==> src/rtl/mem_burst_seq_pkg.sv <==
// Shared constants and FSM state encoding for the LM/SM burst sequencer.
package mem_burst_seq_pkg;

    localparam int AW   = 5;
    localparam int DW   = 16;
    localparam int NREG = 8;
    localparam int IW   = $clog2(NREG);

    typedef enum logic [1:0] {
        IDLE    = 2'd0,
        ACCESS  = 2'd1,
        CAPTURE = 2'd2,
        FIN     = 2'd3
    } state_t;

    function automatic logic [NREG-1:0] bit_of(input logic [IW-1:0] idx);
        return {{(NREG-1){1'b0}}, 1'b1} << idx;
    endfunction

endpackage

==> src/rtl/mem_burst_seq_prio.sv <==
// Lowest-set-bit encoder for the 8-bit register mask; none = 1 when the mask is empty.
module prio_enc8
    import mem_burst_seq_pkg::*;
(
    input  logic [NREG-1:0] vec,
    output logic [IW-1:0]   idx,
    output logic            none
);

    always_comb begin
        idx  = '0;
        none = 1'b1;
        for (int i = NREG - 1; i >= 0; i--) begin
            if (vec[i]) begin
                idx  = IW'(i);
                none = 1'b0;
            end
        end
    end

endmodule

==> src/rtl/mem_burst_seq.sv <==
// Load/store-multiple burst sequencer between the control FSM and the 32x16 data memory.
// Optional sticky address-wrap flag (output wrap_err) enabled by MEM_BURST_SEQ_WRAP_ERR_EN.
module mem_burst_seq
    import mem_burst_seq_pkg::*;
(
    input  logic            clk,
    input  logic            proc_rst,
    input  logic            start,
    input  logic            is_store,
    input  logic [AW-1:0]   base_addr,
    input  logic [NREG-1:0] reg_mask,
    output logic            busy,
    output logic            done,
    output logic [AW-1:0]   mem_addr,
    output logic            mem_rd_n,
    output logic            mem_wr_n,
    output logic [DW-1:0]   mem_wdata,
    input  logic [DW-1:0]   mem_rdata,
    output logic [IW-1:0]   rf_raddr,
    input  logic [DW-1:0]   rf_rdata,
    output logic [IW-1:0]   rf_waddr,
    output logic [DW-1:0]   rf_wdata,
`ifdef MEM_BURST_SEQ_WRAP_ERR_EN
    output logic            wrap_err,
`endif
    output logic            rf_we
);

    // state   | meaning
    // IDLE    | waiting for start
    // ACCESS  | one memory word strobed (write data or read request)
    // CAPTURE | load only: read data written to the register file
    // FIN     | done pulse (empty mask spends one extra cycle here first)

    state_t          state, state_nx;
    logic [AW-1:0]   ptr, ptr_nx, ptr_inc, addr_nx, launch_addr;
    logic [NREG-1:0] mask, mask_nx, enc_in;
    logic [IW-1:0]   cur, cur_nx, enc_idx, waddr_nx;
    logic [DW-1:0]   wdata_nx, rfw_nx;
    logic            enc_none, store_r, store_nx, hold_r, hold_nx;
    logic            rd_n_nx, wr_n_nx, we_nx, adv, launch, launch_store;

    // mask holds the bits still pending after the word currently in flight
    assign enc_in  = (state == IDLE) ? reg_mask : mask;
    assign ptr_inc = ptr + AW'(1);
    assign adv     = ((state == ACCESS) && store_r) || (state == CAPTURE);

    prio_enc8 u_enc (
        .vec  (enc_in),
        .idx  (enc_idx),
        .none (enc_none)
    );

    assign busy = (state == ACCESS) || (state == CAPTURE) || ((state == FIN) && hold_r);
    assign done = (state == FIN) && !hold_r;

    // Look ahead one word so the store data can be registered on the edge that opens ACCESS
    assign rf_raddr = (!proc_rst && (((state == IDLE) && start) || ((state == ACCESS) && store_r)))
                      ? enc_idx : '0;

    always_comb begin
        state_nx     = state;
        ptr_nx       = ptr;
        mask_nx      = mask;
        cur_nx       = cur;
        store_nx     = store_r;
        hold_nx      = 1'b0;
        addr_nx      = mem_addr;
        rd_n_nx      = 1'b1;
        wr_n_nx      = 1'b1;
        wdata_nx     = mem_wdata;
        we_nx        = 1'b0;
        waddr_nx     = rf_waddr;
        rfw_nx       = rf_wdata;
        launch       = 1'b0;
        launch_addr  = ptr_inc;
        launch_store = store_r;

        case (state)
            IDLE: begin
                if (start) begin
                    store_nx = is_store;
                    ptr_nx   = base_addr;
                    if (enc_none) begin
                        state_nx = FIN;
                        hold_nx  = 1'b1;
                    end else begin
                        launch       = 1'b1;
                        launch_addr  = base_addr;
                        launch_store = is_store;
                    end
                end
            end
            ACCESS: begin
                if (!store_r) begin
                    state_nx = CAPTURE;
                    we_nx    = 1'b1;
                    waddr_nx = cur;
                    rfw_nx   = mem_rdata;
                end
            end
            CAPTURE: ;
            FIN: state_nx = hold_r ? FIN : IDLE;
        endcase

        if (adv) begin
            ptr_nx = ptr_inc;
            if (enc_none) state_nx = FIN;
            else          launch   = 1'b1;
        end

        if (launch) begin
            state_nx = ACCESS;
            cur_nx   = enc_idx;
            mask_nx  = enc_in & ~bit_of(enc_idx);
            addr_nx  = launch_addr;
            if (launch_store) begin
                wr_n_nx  = 1'b0;
                wdata_nx = rf_rdata;
            end else begin
                rd_n_nx  = 1'b0;
            end
        end
    end

    always_ff @(posedge clk or posedge proc_rst) begin
        if (proc_rst) begin
            state     <= IDLE;
            ptr       <= '0;
            mask      <= '0;
            cur       <= '0;
            store_r   <= 1'b0;
            hold_r    <= 1'b0;
            mem_addr  <= '0;
            mem_rd_n  <= 1'b1;
            mem_wr_n  <= 1'b1;
            mem_wdata <= '0;
            rf_we     <= 1'b0;
            rf_waddr  <= '0;
            rf_wdata  <= '0;
        end else begin
            state     <= state_nx;
            ptr       <= ptr_nx;
            mask      <= mask_nx;
            cur       <= cur_nx;
            store_r   <= store_nx;
            hold_r    <= hold_nx;
            mem_addr  <= addr_nx;
            mem_rd_n  <= rd_n_nx;
            mem_wr_n  <= wr_n_nx;
            mem_wdata <= wdata_nx;
            rf_we     <= we_nx;
            rf_waddr  <= waddr_nx;
            rf_wdata  <= rfw_nx;
        end
    end

`ifdef MEM_BURST_SEQ_WRAP_ERR_EN
    always_ff @(posedge clk or posedge proc_rst) begin
        if (proc_rst)                      wrap_err <= 1'b0;
        else if ((state == IDLE) && start) wrap_err <= 1'b0;
        else if (adv && !enc_none && (&ptr)) wrap_err <= 1'b1;
    end
`endif

endmodule

==> config.mk <==
export PLATFORM = sky130hd
export DESIGN_NAME = mem_burst_seq
export DESIGN_NICKNAME = d
export VERILOG_FILES = /design/src/rtl/mem_burst_seq_pkg.sv /design/src/rtl/mem_burst_seq_prio.sv /design/src/rtl/mem_burst_seq.sv
export SDC_FILE = /design/constraint.sdc
export NUM_CORES = 1
export LEC_CHECK = 0
export ABC_AREA = 1
export CELL_PAD_IN_SITES_DETAIL_PLACEMENT = 0
export CELL_PAD_IN_SITES_GLOBAL_PLACEMENT = 1
export CORE_MARGIN = 2
export CORE_UTILIZATION = 46
export CTS_CLUSTER_SIZE = 10
export DETAILED_ROUTE_END_ITERATION = 16
export DONT_BUFFER_PORTS = 1
export GPL_TIMING_DRIVEN = 0
export PLACE_DENSITY_LB_ADDON = 0.3
export SKIP_CTS_REPAIR_TIMING = 1
export SYNTH_ARGS = -nofsm -noshare
export SYNTH_HDL_FRONTEND = slang
export SYNTH_SLANG_ARGS = --single-unit
==> constraint.sdc <==
create_clock -name clk -period 2.6 [get_ports clk]
set_input_delay 0.13 -clock clk [delete_from_list [all_inputs] [get_ports clk]]
set_output_delay 0.13 -clock clk [all_outputs]
set_load 0.01 [all_outputs]
* Word level (Yosys, flattened, before mapping)
Index checks and enable logic that the tools add are counted.
Word-level totals: register bits 63, logic and storage cells 88, output and inout bits 48, bits of input ports 49
Operators by class: add/subtract/negate cells 1, shift-type cells 1, reductions and logical operators 18, equality and inequality tests 3, multiplexer cells 49, bitwise gates (word level) 3
Operator list (count):
- 5-bit 2-to-1 mux | 6
- 3-bit 2-to-1 mux | 9
- 1-bit 2-to-1 mux | 25
- 2-bit 2-to-1 mux | 7
- 8-bit bitwise AND | 1
- 8-bit 2-to-1 mux | 1
- 8-bit inverter | 1
- 2-bit AND reduction | 4
- 1-bit by 3-bit left shift with 8-bit output, first input constant | 1
- 2-bit case mux with 3 select lines | 1
- 5-bit by 1-bit adder with 5-bit output, second input constant | 1
- 1-bit logical AND | 5
- 2-bit equality test, second input constant | 2
- 1-bit logical OR | 4
- 2-bit nonzero test | 2
- 2-bit by 1-bit equality test with 1-bit output, second input constant | 1
- 1-bit zero test | 2
- 2-bit zero test | 1
- 1-bit inverter | 1

* Depth between registers and ports, before layout
depth after elaboration 16, depth in mapped cells 16

* Modules after synthesis
A second synthesis with hierarchy kept.
Second synthesis, totals: cell total of the unflattened synthesis 390, area, all modules 3034.2 um2
Modules (own cells, without submodules):
- mem_burst_seq | times used 1, area each 2932.8 um2, cells each 369
- prio_enc8 | times used 1, area each 101.3 um2, cells each 21

* Worst setup path before layout
Ideal clock, no wire load.
path type input to output, from input port proc_rst, to output port rf_raddr[0], slack 0.537 ns, arrival 1.933 ns, stages on the path 3, path buffers 0, cells stage by stage inv_1 -> nand2_1 -> nor2_1
Between the ends: word-level cells in the longest chain between the ends 3
Ends and longest elaborated chain:
- start: declaration | line mem_burst_seq.sv:7 | input logic proc_rst,
- 1-bit zero test (no source line)
- 1-bit logical AND | line mem_burst_seq.sv:58 | assign rf_raddr = (!proc_rst && (((state == IDLE) && start) || ((state == ACCESS) && store_r)))
- 3-bit 2-to-1 mux | line mem_burst_seq.sv:59 | ? enc_idx : '0;
- end: declaration | line mem_burst_seq.sv:19 | output logic [IW-1:0] rf_raddr,
Every way passes these cells.

* Worst setup path after layout
from register state[0], to output port rf_raddr[2]
Between the ends: word-level cells in the longest chain between the ends 11, elaborated cells on any way between the ends 16, classes of those cells eq/ne: 1; mux: 10; reduce/logical: 5
Ends and longest elaborated chain:
- start: declaration | line mem_burst_seq.sv:35 | state_t state, state_nx;
- start signal: assignment | line mem_burst_seq.sv:142 | state <= state_nx;
- 2-bit zero test | line mem_burst_seq.sv:44, mem_burst_seq.sv:58
- 8-bit 2-to-1 mux | line mem_burst_seq.sv:44 | assign enc_in = (state == IDLE) ? reg_mask : mask;
- 3-bit 2-to-1 mux (8 in series) | line mem_burst_seq_prio.sv:14 | if (vec[i]) begin
- 3-bit 2-to-1 mux (*) | line mem_burst_seq.sv:59
Mark *: on every way between the ends. The rest lies on a longest branch, timed or not.

==> qor.csv <==
metric,value,unit
status,"finished, final reports clean",
P_int,2.85,mW
sequential share of the synthesized area,50.0,%
"FF+latch count, synth",63,
share of cells above drive strength 1,15.3,%
"EDFF count, synth",0,
Netlist cell types,32,
clock skew,9.51,ps
"commonest non-fill, non-tap cell in the layout",nand2_1,
Clock power frac,14.8,%
FMAX,0.413,GHz
clk buf depth,2,
All-Layer GR Usage,19.0,%
"Min Clock Period, post-route",2420,ps
starting DRC count in detailed routing,153,
gpl congestion,0.826,
vias post-DR,2596,
Synth Instances,379,
Initial Util,47.0,%
first-pass GRT wire length,11100,µm
CP max FO,10,
clock latency on the worst-skew pair,330,ps
"Async S/R FF share, synth",100,%
fin util,56.9,%
die area,7540,µm²
PD cells,1410,nW/µm²
worst path required time,2470,ps
CP max-delay cell,dfrtp_1,
Worst Hold Class,input pin to register,
Worst R2R Setup Slack,380,ps
Final #Nets,481,
Core ar.,6720,µm²
Placement Rows,30,
Peak supply drop,0.000610,V
"Top cell by count, worst path",nor2_1,
post-route ant nets,0,
post-synth top area share,48.4,%
Total Wirelength,7470,µm
Hold Fails Final Rpt,0,
DRC violations left,0,
nature of the critical path startpoint,register,
Max Cap Violations,0,
Lkg Pwr,1.94,nW
initial antenna violation count,0,
"CTS clk-pin slew, worst paths",70,ps
largest cells by area after synthesis,"dfrtp_1 48%, nand2_1 17%, nand4_1 3.6%",
port bufs,0,
YS warnings,0,
Ant. Diodes,0,
Synth Flop Type,dfrtp_1,
num ports,97,
combinational power share,49.4,%
vias per cell,5.07,
drt first pass iters,4,
post-route setup TNS,0,ps
mean routed wirelength per cell,14.6,µm
Tcrit/Tclk final,93.2,%
largest net degree at the start of global routing,40,
"worst slack, placed",318,ps
Area Overhead vs Synth,21.2,%
switching power,2.55,mW
fin. max-slew vios,0,
post-DP HPWL,5050,µm
Critical Path Max Stage Delay,410,ps
crit end category,output pin,
Die Ht,86.8,µm
most frequent cells in the layout,"139 x nand2_1, 61 x dfrtp_1, 36 x dlygate4sd3_1",
CP arrival,2290,ps
CTS Buf Count,9,
Syn Area/Cell,8.33,µm²
final setup margin,177,ps
Synth Cell Area,3160,µm²
crit path cell chain,inv_1 > ha_2 > buf_6 > o21ai_1 > nor2_1 > nand2_2 > nor2_1 > inv_1 > nor2_1,
syn_nets,433,
switching fraction of total power,47.2,%
CTS H-tree depth,3,
crit path kind,register to output pin,
Least-Margin Pin Slew,583,ps
vias in the first global route,2367,
gr ovfl total,0,
Synth area leader,dfrtp_1,
Root Driver,clkbuf_8,
slew margin rel.,61.1,%
CTS tree,done,
endpoints failing setup,0,
filler cell count,604,
setup repair after global routing missed its margin,false,
# clock sinks,63,
sequential power share,35.8,%
Die Wd,86.8,µm
## layout make-up
cell class	count	area, µm²	share of cell area (%)
Clock inverter	2	13.8	0.360
Sequential cell	63	1580	41.3
Inverter	33	124	3.24
Multi-Input combinational cell	269	1340	35.1
Clock buffer	14	173	4.51
Tap cell	80	100	2.62
Buffer	14	114	2.98
Timing Repair Buffer	37	380	9.94
## state kept, by name, summed over array words and instances (netlist names)
name / flops
rf_wdata: 16
cur: 3
mem_rd_n: 1
mem_wdata: 16
mem_addr: 5
mask: 8
rf_we: 1
rf_waddr: 3
ptr: 5
hold_r: 1
store_r: 1
mem_wr_n: 1
state: 2
## path summary, 6_finish.rpt
kind,start,end,cells past startpoint
min in group asynchronous,proc_rst,mask[7],2
worst min-delay path,base_addr[4],mem_addr[4],2
worst min register to register,cur[2],rf_waddr[2],2
worst max-delay path,state[0],rf_raddr[2],9
max in group asynchronous,proc_rst,mem_rd_n,3
worst max register to register,state[0],mem_wdata[15],13
## routing by layer
| metal | vias to the layer above | part of all wire, % | wire [µm] | track usage (%) |
|---|---|---|---|---|
| li1 | 1294 | - | - | - |
| met1 | 1219 | 46 | 3400 | 25.1 |
| met2 | 75 | 47 | 3540 | 29.8 |
| met3 | 8 | 5.8 | 437 | 4.95 |
| met4 | 0 | 1.2 | 88 | 7.67 |
| met5 | - | 0 | 0 | 0 |
## per-stage QoR
stage	power [mW]	cell area [µm²]	hold slack [ps]	instances
floorplan	3.97	3160	247	379
global placement	4.51	3260	250	459
detailed placement	4.56	3280	104	460
CTS	5.38	3460	-263	476
global route	5.88	3820	18.6	512
finish	5.39	3820	4.08	512
## worst max-delay path, delay by kind of cell, from the launching register on
family | cells | cell delay (ps)
flops | 1 | 410
buf+inv | 3 | 430
compound gates | 1 | 120
fa+ha+maj | 1 | 290
simple gates | 4 | 710
## logic make-up after synthesis
logic type	synth area share [%]
XOR/XNOR	0.833
AO/OA/AOI/OAI	7.30
AND/OR/NAND/NOR	32.3
flip-flops	50.0
buffers and inverters	7.53
adder cells (fa/ha/maj)	1.98
## power by group through the flow
stage	clock, mW	combinational, mW	sequential, mW
CTS	0.824	2.62	1.93
finish	0.798	2.67	1.93
detailed placement	0	2.61	1.94
global route	0.854	3.04	1.98
global placement	0	2.57	1.94
floorplan	0	2.11	1.86
## synthesized netlist by cell type (5+ instances only)
cell and number:
dfrtp_1 61, inv_2 5, nor2_1 26, nand2_1 139, inv_1 27, ha_1 5, buf_6 5, nand4_1 18
nand2_4 5, nand3_1 10, o21ai_1 12, nand2_2 16, a21oi_1 5, o21ai_0 13
(Power assumes the default switching activity.)
